**src/rtl/dc_ipu_shr_pipeline_arbiter.sv**
```systemverilog
// Packet-locked round-robin arbiter sharing one IPU pipeline input.
// Grant holds from first beat to last beat; output is a registered stage.
module dc_ipu_shr_pipeline_arbiter #(
  parameter int N      = 4,
  parameter int DATA_W = 24,
  localparam int IW    = $clog2(N)
) (
  input  logic                  clk,
  input  logic                  nreset,
  input  logic                  clr,
  input  logic [N-1:0]          req_valid,
  input  logic [N-1:0]          req_last,
  input  logic [N*DATA_W-1:0]   req_data,
  output logic [N-1:0]          req_ready,
  output logic                  out_valid,
  output logic                  out_last,
  output logic [DATA_W-1:0]     out_data,
  input  logic                  out_ready,
  output logic [IW-1:0]         grant_idx,
  output logic                  busy
);

  typedef enum logic {
    IDLE,
    LOCK
  } state_t;

  state_t      state;
  logic [IW-1:0] ptr;

  logic [IW-1:0] win;
  logic          found;
  int            cand;

  // First requester after the pointer, wrapping N-1 -> 0.
  always_comb begin
    win   = '0;
    found = 1'b0;
    cand  = 0;
    for (int k = 1; k <= N; k++) begin
      cand = (int'(ptr) + k) % N;
      if (!found && req_valid[IW'(cand)]) begin
        win   = IW'(cand);
        found = 1'b1;
      end
    end
  end

  logic              take_ok;
  logic              accept;
  logic              sel_last;
  logic [DATA_W-1:0] sel_data;
  logic [N-1:0]      one_hot;

  assign take_ok  = !out_valid || out_ready;
  assign one_hot  = {{(N-1){1'b0}}, 1'b1} << grant_idx;
  assign req_ready = (state == LOCK && take_ok) ? one_hot : '0;
  assign accept   = (state == LOCK) && take_ok && req_valid[grant_idx];
  assign sel_last = req_last[grant_idx];
  assign sel_data = req_data[grant_idx*DATA_W +: DATA_W];

  always_ff @(posedge clk or negedge nreset) begin
    if (!nreset) begin
      state     <= IDLE;
      ptr       <= IW'(N-1);
      grant_idx <= '0;
      busy      <= 1'b0;
      out_valid <= 1'b0;
      out_last  <= 1'b0;
      out_data  <= '0;
    end else if (clr) begin
      state     <= IDLE;
      ptr       <= IW'(N-1);
      grant_idx <= '0;
      busy      <= 1'b0;
      out_valid <= 1'b0;
      out_last  <= 1'b0;
      out_data  <= '0;
    end else begin
      unique case (state)
        IDLE: begin
          if (found) begin
            grant_idx <= win;
            state     <= LOCK;
            busy      <= 1'b1;
          end
        end
        LOCK: begin
          if (accept && sel_last) begin
            ptr   <= grant_idx;
            state <= IDLE;
            busy  <= 1'b0;
          end
        end
        default: begin
          state <= IDLE;
          busy  <= 1'b0;
        end
      endcase
      // Output stage: load on accept, drain on downstream take.
      if (accept) begin
        out_valid <= 1'b1;
        out_last  <= sel_last;
        out_data  <= sel_data;
      end else if (out_valid && out_ready) begin
        out_valid <= 1'b0;
      end
    end
  end

endmodule

```
**config.mk**
```make
export PLATFORM = sky130hd
export DESIGN_NAME = dc_ipu_shr_pipeline_arbiter
export DESIGN_NICKNAME = d
export VERILOG_FILES = /design/src/rtl/dc_ipu_shr_pipeline_arbiter.sv
export SDC_FILE = /design/constraint.sdc
export NUM_CORES = 1
export LEC_CHECK = 0
export CAP_MARGIN = 20
export CORE_AREA = 8 8 82 99
export CTS_CLUSTER_SIZE = 40
export DETAILED_ROUTE_END_ITERATION = 7
export DIE_AREA = 0 0 90 107
export PLACE_DENSITY_LB_ADDON = 0.25
export SYNTH_ARGS = -nofsm -noshare
export SYNTH_HDL_FRONTEND = slang
export SYNTH_SLANG_ARGS = --single-unit
```
**constraint.sdc**
```tcl
create_clock -name clk -period 1.49 [get_ports clk]
set_input_delay 0.149 -clock clk [delete_from_list [all_inputs] [get_ports clk]]
set_output_delay 0.149 -clock clk [all_outputs]
set_load 0.02 [all_outputs]
```
# After elaboration in Yosys (flattened, before gate mapping)
# Cells that the tools add are included.
dict set report totals {
  out_inout_bits 33
  reg_bits 32
  input_bits 108
}
dict set report op_classes {
  n_mux 46
  n_addsub 4
  eq_ne 3
  magnitude_cmp 5
  n_shift 2
  n_reduce_logical 20
  mul 1
  bitwise 1
}
# cell count
set ops {}
lappend ops {{$shiftx 96x8->24} 1}
lappend ops {{$mux 24} 2}
lappend ops {{$mux 1} 25}
lappend ops {{$mux 2} 10}
lappend ops {{$lt 2x4->1 const B} 4}
lappend ops {{$bmux 1 s2} 6}
lappend ops {{$reduce_bool 2->1} 4}
lappend ops {{$logic_and 1x1->1} 7}
lappend ops {{$reduce_and 2->1} 3}
lappend ops {{$add 2x1->2 const B} 2}
lappend ops {{$add 2x2->2 const B} 2}
lappend ops {{$logic_not 1->1} 4}
lappend ops {{$mul 2x2->4 const B} 1}
lappend ops {{$mux 4} 1}
lappend ops {{$pmux 1 s2} 2}
lappend ops {{$shl 1x2->4 const A} 1}
lappend ops {{$lt 2x3->1 const B} 1}
lappend ops {{$ne 3x2->1 const B} 1}
lappend ops {{$ne 3x3->1 const B} 1}
lappend ops {{$reduce_bool 3->1} 1}
lappend ops {{$ne 2x2->1 const B} 1}
lappend ops {{$logic_or 1x1->1} 1}
lappend ops {{$not 1->1} 1}

# Depth between registers and ports, before layout
dict set report depth {
  word_depth 17
  mapped_depth 7
}

# Least setup slack after synthesis
# OpenSTA, ideal clock, no wires.
dict set report synth_timing {
  path_type {reg2reg}
  start {register grant_idx[0]}
  end {register out_data[10]}
  path_slack_ns -0.269
  t_arrival_ns 1.623
  required_ns 1.354
  period_less_slack_ns 1.759
  stages_incl_launch_ff 6
  path_cell_list {dfrtp_1 -> buf_4 -> buf_4 -> mux4_2 -> nand2_1 -> a21oi_1}
}
dict set report synth_between {
  elab_chain_cells 4
  word_cells_on_any_way 8
  cone_classes {1 x mul; 1 x shift; 4 x mux; 2 x reduce/logical}
}
# element line_no
set synth_lines {}
lappend synth_lines {{start: declaration} 19} ;# output logic [IW-1:0] grant_idx,
lappend synth_lines {{start signal: assignment} 83} ;# grant_idx <= win;
lappend synth_lines {{$mul 2x2->4 / $bmux 1 s2 (equally long branches)} {60, 58}}
lappend synth_lines {{$shiftx 96x8->24 / $mux 1 (equally long branches)} {60, 58}}
lappend synth_lines {{$mux 24 / $logic_and 1x1->1 (equally long branches)} {101, 58}}
lappend synth_lines {{$mux 24 / $reduce_bool 2->1 (equally long branches)} n/a}
lappend synth_lines {{end signal: assignment} 104} ;# out_data <= sel_data;
lappend synth_lines {{end: declaration} 17} ;# output logic [DATA_W-1:0] out_data,
# Parallel ways exist; a longest one is shown, timed or not. The select of a mux whose other input is x is not followed.
# A chain may end at the register's enable or synchronous reset.

# Final worst setup path
dict set report layout_timing {
  start {register grant_idx[1]}
  end {register state}
}
dict set report layout_between {
  elab_chain_cells 7
  word_cells_on_any_way 9
  cone_classes {7 x mux; 2 x reduce/logical}
}
# element line_no
set layout_lines {}
lappend layout_lines {{$bmux 1 s2} 58} ;# assign accept = (state == LOCK) && take_ok && req_valid[grant_idx];
lappend layout_lines {{$mux 1 (not written as such)} 58}
lappend layout_lines {{$logic_and 1x1->1} 58}
lappend layout_lines {{$logic_and 1x1->1 *} 89} ;# if (accept && sel_last) begin
lappend layout_lines {{$mux 1 *} 89}
lappend layout_lines {{$pmux 1 s2 *} 80} ;# unique case (state)
lappend layout_lines {{$mux 1 *} 71} ;# end else if (clr) begin
lappend layout_lines {{end signal: assignment} 72} ;# state <= IDLE;
lappend layout_lines {{end signal: assignment} 84} ;# state <= LOCK;
lappend layout_lines {{end signal: assignment} 91} ;# state <= IDLE;
lappend layout_lines {{end: declaration} 28} ;# state_t state;
# Every way passes the cells marked *; elsewhere a longest branch is shown, timed or not. The select of a mux whose other input is x is not followed.

==> results.cfg <==
[run_status]
outcome = finished with violations
violations = setup timing

[cts]
root_buffer = clkbuf_8
cts_tree = yes
cts.sinks = 32
cts_buffers = 5
clk_pin_slew_ns = 0.06
h-tree-depth = 2
clk_latency_ns = 0.28
ctsLongestPathBuffers = 2

[worst_hold_path]
hold_class = in -> async

[die]
row_count = 33
die_w_um = 90
core_um2 = 6610
ioPinCount = 141
die_h_um = 107
initial_core_util_pct = 31.6
dieArea_um2 = 9630

[timing]
worst_pin_slew_ns = 0.538
finClkSkew_ns = 0.00221
rsz0062_at_grt = yes
setup_viol = 30
hold_violations = 0
slew_headroom_pct = 64.1
slew_viol_final = 0
fin_crit_sh_pct = 109
clock.fmax_mhz = 614
period_minus_slack_ns = 1.63
post-route-worst-setup-slack_ns = -0.140

[global_route]
grt_overflow_total = 0
grt_usage_pct = 15.9
grt_pass1_vias = 2422
gr-usage-met2_pct = 30.2
grt_pass1_wl_um = 12300
met3_usage_pct = 4.33
top_usage_layer = met2
antenna_found_initial = 0
use_met1_pct = 16.7
grt_max_degree = 24

[yosys]
synth_cell_types = 32
yosys_warnings = 0
ys_seq_area_share_pct = 38.4
avgSynthCellArea_um2 = 10.8
syn_nets = 302
syn_inst = 194
synth_seq_cells = 32
synth_area_um2 = 2090

[run]
cap_violations = 0

[critical_path]
reg2reg_setup_slack_ns = -0.14
cp.required_ns = 1.67
critPathLaunchType = flip-flop
rr_endpoint = state
r2r_start = grant_idx[1]
cp_max_fo = 13
reg2reg_depth = 3
critPathArrivalTime_ns = 1.81
crit_type = reg -> reg
crit_path_end_kind = flip-flop

[placement]
place.gp.congestion = 0.773
port-buffer-count = 140
dp_hpwl_um = 6260
dpl_cell_area_um2 = 3700
dp_cells = 426

[cells_and_area]
nets = 460
n_antenna_cell = 0
fin_cells = 439
drive_gt1_share_pct = 30.7
final_area_um2 = 4020
final_util_pct = 60.9
syn_to_final_growth_pct = 92.3

[power_and_ir_drop]
p_leak_uw = 0.00159
ir_drop_uv = 352
power_density_nw_per_um2 = 735

[drt]
dr.pass1.iters = 4
via_count = 2220
drt_iter0_markers = 87
viasPerCell = 5.06
routed_wl_um = 8010
ant_nets = 0
post-route-drc-count = 0
wl_per_cell_um = 18.3
placed cells by master, fill, tap and decap left out, types with 2 or more instances in the layout:
| master | count |
|---|---|
| a21oi_1 | 15 |
| a21oi_2 | 17 |
| and3_4 | 2 |
| buf_12 | 3 |
| buf_2 | 5 |
| buf_4 | 19 |
| buf_6 | 3 |
| clkbuf_8 | 7 |
| clkdlybuf4s50_1 | 129 |
| dfrtp_1 | 28 |
| dfrtp_2 | 2 |
| dfstp_2 | 2 |
| dlymetal6s2s_1 | 3 |
| inv_1 | 4 |
| mux4_2 | 26 |
| nand2_1 | 40 |
| nand2_2 | 6 |
| nand2_4 | 6 |
| nand3b_1 | 2 |
| nor2_1 | 5 |
| nor3_2 | 2 |
| nor4_1 | 2 |
| o22ai_1 | 2 |
worst max-delay path, cell delays in order, from the launching register on:
cell and delay, ns:
dfrtp_2 0.41, mux4_2 0.59, and3_4 0.26, a221oi_2 0.27
state kept, by name, summed over array words and instances (netlist names):
register / cells
out_data: 24
grant_idx: 2
ptr: 2
busy: 1
out_last: 1
out_valid: 1
state: 1
final cells by class:
type	instances	area (um^2)
Inverter	4	15.0
Timing Repair Buffer	167	1660
Tap cell	87	109
Multi-Input combinational cell	142	1340
Fill cell	556	2590
Clock buffer	7	96.3
Sequential cell	32	806
cell usage after synthesis, drive strengths merged:
master | n | area share [%]
or3b | 1 | 0.42
nand2 | 52 | 9.3
nand3 | 2 | 0.72
buf | 11 | 4.3
and3 | 1 | 0.54
inv | 4 | 0.72
or2 | 1 | 0.30
a21oi | 32 | 7.7
mux4 | 26 | 28
nor2b | 1 | 0.30
nor2 | 5 | 0.90
nor4 | 2 | 0.60
nand4bb | 1 | 0.54
dfrtp | 30 | 36
nor3 | 3 | 0.72
o31a | 1 | 0.42
o21ai | 1 | 0.24
o41ai | 1 | 0.42
o22ai | 2 | 0.60
nand3b | 2 | 0.72
dfstp | 2 | 2.5
nand4 | 1 | 0.30
nor3b | 1 | 0.36
a2111oi | 1 | 0.42
mux2i | 1 | 0.48
clkbuf | 6 | 1.1
a221oi | 1 | 0.72
o211a | 1 | 0.48
nand2b | 1 | 0.30
where the power goes:
| group | internal, uW | total (uW) | switching (uW) |
|---|---|---|---|
| registers | 945 | 1000 | 57.8 |
| clock network | 411 | 714 | 303 |
| logic | 721 | 1240 | 516 |
| total | 2080 | 2950 | 877 |
per-stage QoR:
stage / setup TNS [ns] / hold WS [ns] / worst slack, ns / power [uW]
after floorplan: -3.74 / -0.147 / -0.169 / 1560
after global placement: -6.55 / 0.158 / -0.270 / 2130
after detailed placement: -7.99 / 0.160 / -0.314 / 2150
after CTS: -2.48 / 0.398 / -0.111 / 2900
after global routing: -4.12 / 0.424 / -0.179 / 3110
final: -1.93 / 0.385 / -0.140 / 2950
per-layer routing:
metal | wire length, um | part of all wire (%) | up-vias
li1 | - | - | 1032
met2 | 4490 | 56 | 84
met5 | 0 | 0 | -
met1 | 2950 | 37 | 1094
met3 | 468 | 5.8 | 10
met4 | 104 | 1.3 | 0
how the worst max path moves through the flow:
stage                 start  cells past startpoint            to  slack (ns)
3_5_place_dp   req_valid[1]                      4         state       -0.31
6_report       grant_idx[1]                      3         state       -0.14
3_3_place_gp      out_ready                      5  req_ready[3]       -0.27
2_1_floorplan  grant_idx[1]                      6   out_data[4]       -0.17
4_1_cts        grant_idx[1]                      3         state       -0.11
5_1_grt        grant_idx[1]                      3         state       -0.18
kinds of logic (layout without fill, tap and decap cells):
kind of cell / Yosys count / count (layout) / share of synthesized area (%)
and+or+nand+nor: 74 / 75 / 16.0
DFF: 32 / 32 / 38.4
muxes: 27 / 27 / 28.5
buffers and inverters: 21 / 178 / 6.10
AOI/OAI and AO/OA: 40 / 40 / 11.0
what timing repair did:
item                                    CTS  global route
hold endpoints to repair                 20             0
endpoints found under the setup margin   37            35
hold buffers                              1             0
cloned                                    1             1
buffers inserted                          3             0
resized for setup                        23            46
pin swaps                                 2            25
No activity file was read; power rests on OpenSTA's default activity.
